## src/rtl/fifo_beat_unpacker.sv

```systemverilog
// Pops one wide FIFO entry at a time and replays it as 1..BEATS narrow beats
// over a valid/ready handshake, with back-to-back pops and no bubbles.
module fifo_beat_unpacker #(
    parameter int BEAT_WIDTH = 32,
    parameter int BEATS      = 4
) (
    input  logic                                             clk,
    input  logic                                             rst,
    input  logic                                             flush,
    input  logic                                             fifo_valid,
    input  logic [$clog2(BEATS)+BEATS*BEAT_WIDTH-1:0]        fifo_data,
    output logic                                             fifo_pop,
    output logic                                             beat_valid,
    input  logic                                             beat_ready,
    output logic [BEAT_WIDTH-1:0]                            beat_data,
    output logic                                             beat_last,
    output logic                                             busy
);
    localparam int LEN_W       = $clog2(BEATS);
    localparam int DATA_W      = BEATS * BEAT_WIDTH;
    localparam int ENTRY_WIDTH = LEN_W + DATA_W;

    typedef enum logic {
        EMPTY = 1'b0,
        DRAIN = 1'b1
    } state_t;

    state_t                        state, state_n;
    logic [LEN_W-1:0]              idx, idx_n;
    logic [LEN_W-1:0]              hold_len, hold_len_n;
    logic [DATA_W-1:0]             hold_data, hold_data_n;
    logic [BEATS-1:0][BEAT_WIDTH-1:0] beats;
    logic                          hold_valid;
    logic                          accept;
    logic                          done;

    assign hold_valid = (state == DRAIN);
    assign beats      = hold_data;

    assign beat_valid = hold_valid;
    assign beat_data  = beats[idx];
    assign beat_last  = hold_valid & (idx == hold_len);
    assign busy       = hold_valid;

    assign accept = beat_valid & beat_ready;
    assign done   = accept & beat_last;

    // Combinational pop lets the producer refill a full FIFO in the pop cycle.
    assign fifo_pop = fifo_valid & ~flush & ~rst & (~hold_valid | done);

    always_ff @(posedge clk) begin
        if (rst) begin
            state     <= EMPTY;
            idx       <= '0;
            hold_len  <= '0;
            hold_data <= '0;
        end else begin
            state     <= state_n;
            idx       <= idx_n;
            hold_len  <= hold_len_n;
            hold_data <= hold_data_n;
        end
    end

    always_comb begin
        state_n     = state;
        idx_n       = idx;
        hold_len_n  = hold_len;
        hold_data_n = hold_data;
        if (flush) begin
            // A same-cycle accept still lands at the sink; nothing follows it.
            state_n = EMPTY;
            idx_n   = '0;
        end else if (fifo_pop) begin
            state_n     = DRAIN;
            idx_n       = '0;
            hold_len_n  = fifo_data[ENTRY_WIDTH-1 -: LEN_W];
            hold_data_n = fifo_data[DATA_W-1:0];
        end else if (accept && !beat_last) begin
            idx_n = idx + LEN_W'(1);
        end else if (done) begin
            state_n = EMPTY;
        end
    end

    generate
        if ((1 << LEN_W) != BEATS) begin : g_len_chk
            // Length codes past the last beat slot have no backing data.
            always_ff @(posedge clk) begin
                if (!rst && fifo_pop)
                    assert (fifo_data[ENTRY_WIDTH-1 -: LEN_W] <= LEN_W'(BEATS - 1));
            end
        end
    endgenerate

endmodule

```

## config.mk

```make
export PLATFORM = sky130hd
export DESIGN_NAME = fifo_beat_unpacker
export DESIGN_NICKNAME = d
export VERILOG_FILES = /design/src/rtl/fifo_beat_unpacker.sv
export SDC_FILE = /design/constraint.sdc
export NUM_CORES = 1
export LEC_CHECK = 0
export BUFFER_PORTS_ARGS = -buffer_cell sky130_fd_sc_hd__buf_2
export CORE_MARGIN = 8
export CORE_UTILIZATION = 23
export DETAILED_ROUTE_END_ITERATION = 12
export HOLD_SLACK_MARGIN = 0.06
export PLACE_DENSITY = 0.46
export REMOVE_ABC_BUFFERS = 1
export SLEW_MARGIN = 5
export SYNTH_ARGS = -nofsm -noshare
export SYNTH_HDL_FRONTEND = slang
export SYNTH_SLANG_ARGS = --single-unit
```

## constraint.sdc

```tcl
create_clock -name clk -period 4.7 [get_ports clk]
set_input_delay 0.94 -clock clk [delete_from_list [all_inputs] [get_ports clk]]
set_output_delay 0.94 -clock clk [all_outputs]
set_load 0.03 [all_outputs]
```

-- After elaboration in Yosys (flattened, before gate mapping)
Cells that the tools add are included.
- output and inout bits: 36
- input bits: 135
- register bits after elaboration: 133
- bitwise gates (word level): 10
- equal/unequal tests: 2
- reductions and logical operators: 7
- order comparisons: 1
- mux-type cells: 5
- add/sub/neg operators: 1
- operator list (cell ; count):
    $bmux W32 S2 ; 1
    $mux W32 ; 1
    $and A1 B1 Y1 ; 6
    $reduce_and A2 Y1 ; 2
    $lt A2 B3 Y1 const B ; 1
    $mux W1 ; 3
    $not A1 Y1 ; 3
    $reduce_or A3 Y1 ; 1
    $add A2 B1 Y2 const B ; 1
    $eq A2 B2 Y1 ; 1
    $ne A2 B2 Y1 const B ; 1
    $reduce_bool A2 Y1 ; 1
    $reduce_or A2 Y1 ; 1
    $logic_and A1 B1 Y1 ; 1
    $logic_not A1 Y1 ; 1
    $or A1 B1 Y1 ; 1

-- Longest topological paths before layout
- depth in word-level cells: 7
- depth in mapped cells: 8
- mapped depth without buffers: 4

-- Worst setup path after synthesis
OpenSTA, ideal clock, no wires.
- path type: input port to output port
- from: input port beat_ready
- to: output port fifo_pop
- arrival time: 1.711 ns
- cell stages on the path: 5
- setup slack: 2.049 ns
- cell sequence: nor3b_2 -> o211a_1 -> buf_2 -> buf_6 -> buf_6
- word-level cells in the longest chain between the ends: 4
- RTL lines (element ; line ; RTL):
    start: declaration ; 14 ; input logic beat_ready,
    $and A1 B1 Y1 ; 45 ; assign accept = beat_valid & beat_ready;
    $and A1 B1 Y1 ; 46 ; assign done = accept & beat_last;
    $or A1 B1 Y1 ; 49 ; assign fifo_pop = fifo_valid & ~flush & ~rst & (~hold_valid | done);
    $and A1 B1 Y1 ; 49 ;
    end: declaration ; 12 ; output logic fifo_pop,
No other way between the ends.

-- Final worst setup path
- from: register idx[0]
- to: output port beat_data[24]
- word-level cells in the longest chain between the ends: 2
- RTL lines (element ; line ; RTL):
    start: declaration ; 29 ; logic [LEN_W-1:0] idx, idx_n;
    start signal: assignment ; 59 ; idx <= idx_n;
    $bmux W32 S2 ; 41 ; assign beat_data = beats[idx];
    $mux W32 (implied by the code) ; 41 ;
    end: declaration ; 15 ; output logic [BEAT_WIDTH-1:0] beat_data,
No other way between the ends. The select of a mux whose other input is x is not followed.

==> results.sh <==
export IMPL_nets=777
export IMPL_final_core_util=0.2978
export IMPL_fin_skew_ps=13.22
export IMPL_place_gp_congestion=0.6734
export IMPL_cts_root_buf="clkbuf_16"
export IMPL_holdPathEnd="beats[1]"
export IMPL_final_cell_mix="169 x buf_2, 131 x dfxtp_1, 130 x nor2b_1, 89 x mux2_4, 41 x mux2_2"
export IMPL_p_leak_nw=3.484
export IMPL_ys_seq_elements=133
export IMPL_grt_usage=0.09777
export IMPL_p_per_area_nw_per_um2=376.6
export IMPL_core_area_um2=27550
export IMPL_cts_tree="built"
export IMPL_drt_first_pass_iters=4
export IMPL_ys_seq_area_frac=0.4169
export IMPL_synth_top_area_cell="dfxtp_1"
export IMPL_syn_avg_cell_area_um2=13.14
export IMPL_gr_max_usage_layer="met2"
export IMPL_met2_usage=0.1522
export IMPL_htree_num_levels=4
export IMPL_mostFrequentLayoutCell="buf_2"
export IMPL_vias_per_cell=3.891
export IMPL_drcViolationCount=0
export IMPL_syn2layout_area_growth_pct=28.47
export IMPL_layout_setup_ws_ps=1371
export IMPL_die_h_um=182.6
export IMPL_die_area_um2=33350
export IMPL_ff2ff_path_depth=5
export IMPL_status="finished clean"
export IMPL_start_kind="flip-flop"
export IMPL_die_w_um=182.6
export IMPL_postCtsSetupBuffers=0
export IMPL_numPortBuffers=170
export IMPL_synth_main_ff_cell="dfxtp_1"
export IMPL_synth_area_leaders="dfxtp_1 42%, mux2_4 21%, nor2b_1 13%, mux4_2 11%, mux2_2 7.2%"
export IMPL_clkTransAtPathRegs_ps=70
export IMPL_grt_pass1_wl_um=25390
export IMPL_ioPinCount=171
export IMPL_dr_total_vias=4019
export IMPL_syn_area_um2=6386
export IMPL_r2r_setup_slack_ps=1820
export IMPL_place_ws_ps=1606
export IMPL_met3_usage=0.03281
export IMPL_finalWirelength_um=15930
export IMPL_wl_per_cell_um=15.42
export IMPL_tightest_slew_ps=1048
export IMPL_hold_class="reg2reg"
export IMPL_hold_depth=2
export IMPL_insertion_delay_ps=420
export IMPL_slew_viol_final=0
export IMPL_synth_edff_count=0
export IMPL_cts_buffer_depth=2
export IMPL_grt_pass1_vias=4504
export IMPL_dpl_hpwl_um=10340
export IMPL_ctsHoldBuffers=0
export IMPL_setup_viol=0
export IMPL_rsz0062_at_grt="false"
export IMPL_placed_cells=1001
export IMPL_instances_no_fill=1033
export IMPL_period_minus_slack_ps=3329
export IMPL_maxCapViolations=0
export IMPL_grtUsageMet1=0.1250
export IMPL_slew_headroom=0.3016
export IMPL_grt_ovfl_total=0
export IMPL_finalHoldViolations=0
export IMPL_grt_max_degree=131
export IMPL_hold_start="beats[1]"
export IMPL_ant_nets=0
export IMPL_cts_buffers=17
export IMPL_fin_crit_sh=0.7082
export IMPL_start_util=0.2318
export IMPL_r2r_start="idx[0]"
export IMPL_antenna_found_initial=0
export IMPL_ys_warn_count=0
export IMPL_ir_worst_vdd_mv=0.2456
export IMPL_drt_iter0_markers=118
export IMPL_critPathMaxFanout=18
export IMPL_drive_gt1_frac=0.5725
export IMPL_r2r_end="beats[126]"
export IMPL_arrival_ps=2390
export IMPL_cp_required_ps=3760
export IMPL_postSynthCellCount=486
export IMPL_cts_num_sinks=133
export IMPL_rows=61
export IMPL_timing_fmax_mhz=300.4
export IMPL_async_flop_share=0
export IMPL_critical_path_class="reg2out"
export IMPL_num_antenna_cells=0
export IMPL_report_power_total_mw=3.090
export IMPL_end_kind="output pin"
export IMPL_synth_top_area_frac=0.4169
export IMPL_cts_resized=0
export IMPL_yosysUniqueCellTypes=22
==> cells by family after synthesis <==
group,synth area share
mux,0.3944
simple gates,0.1377
flops,0.4169
buf+inv,0.03801
compound gates,0.007837
xor+xnor,0.005094
==> worst max-delay path, stage by stage, from the launching register on <==
cell	delay (ps)
dfxtp_2	830
buf_4	380
mux4_2	550
buf_2	200
==> worst max path at each step <==
stage / from / end / slack, ps / cells after the start
final: idx[0] / beat_data[24] / 1370 / 3
after global routing: idx[0] / beat_data[24] / 1170 / 3
after CTS: idx[0] / beat_data[24] / 1210 / 3
after detailed placement: rst / beats[108] / 1610 / 5
after global placement: rst / beats[122] / 1610 / 5
after floorplan: idx[0] / fifo_pop / -2100 / 3
==> cells in the mapped netlist, types with 2 or more instances <==
master	count
dfxtp_1	133
nor2b_1	130
mux2_4	89
mux2_2	41
mux4_2	32
clkbuf_1	17
buf_6	10
buf_2	8
nor2_1	5
nand2_1	4
buf_4	3
nor3_1	3
xor2_2	2
==> routing by layer <==
metal  vias to the layer above  routed length, um
li1                       1995                  -
met2                        99               7362
met4                         0                174
met5                         -                  0
met1                      1916               7519
met3                         9                876
==> through the flow <==
stage | hold slack (ps) | TNS (ps) | cell area, um^2
6_report | 596.9 | 0 | 8204
5_1_grt | 634.6 | 0 | 8204
4_1_cts | 603.5 | 0 | 8204
3_5_place_dp | 584.8 | 0 | 7533
3_3_place_gp | 582.7 | 0 | 7533
2_1_floorplan | 564.5 | -242110 | 6147
==> where the power goes <==
part	leakage [nW]	internal (mW)	switching, mW
logic	2.07	0.182	0.135
registers	1.09	1.19	0.0280
clock network	0.322	1.01	0.546
total	3.48	2.38	0.709
==> state kept, by name, summed over array words and instances, names as in the netlist <==
| name | flops |
|---|---|
| hold_len | 2 |
| beat_valid | 1 |
| beats | 128 |
| idx | 2 |
==> layout make-up <==
type,instances,area [um^2]
fillers,2846,19350
repair buffers,175,903.4
well taps,378,473.0
clock inverters,14,231.5
clock buffers,18,439.2
flip-flops and latches,133,2665
inverters,1,3.754
multi-input cells,314,3488
Note: power is estimated with default switching activity, not from simulation.
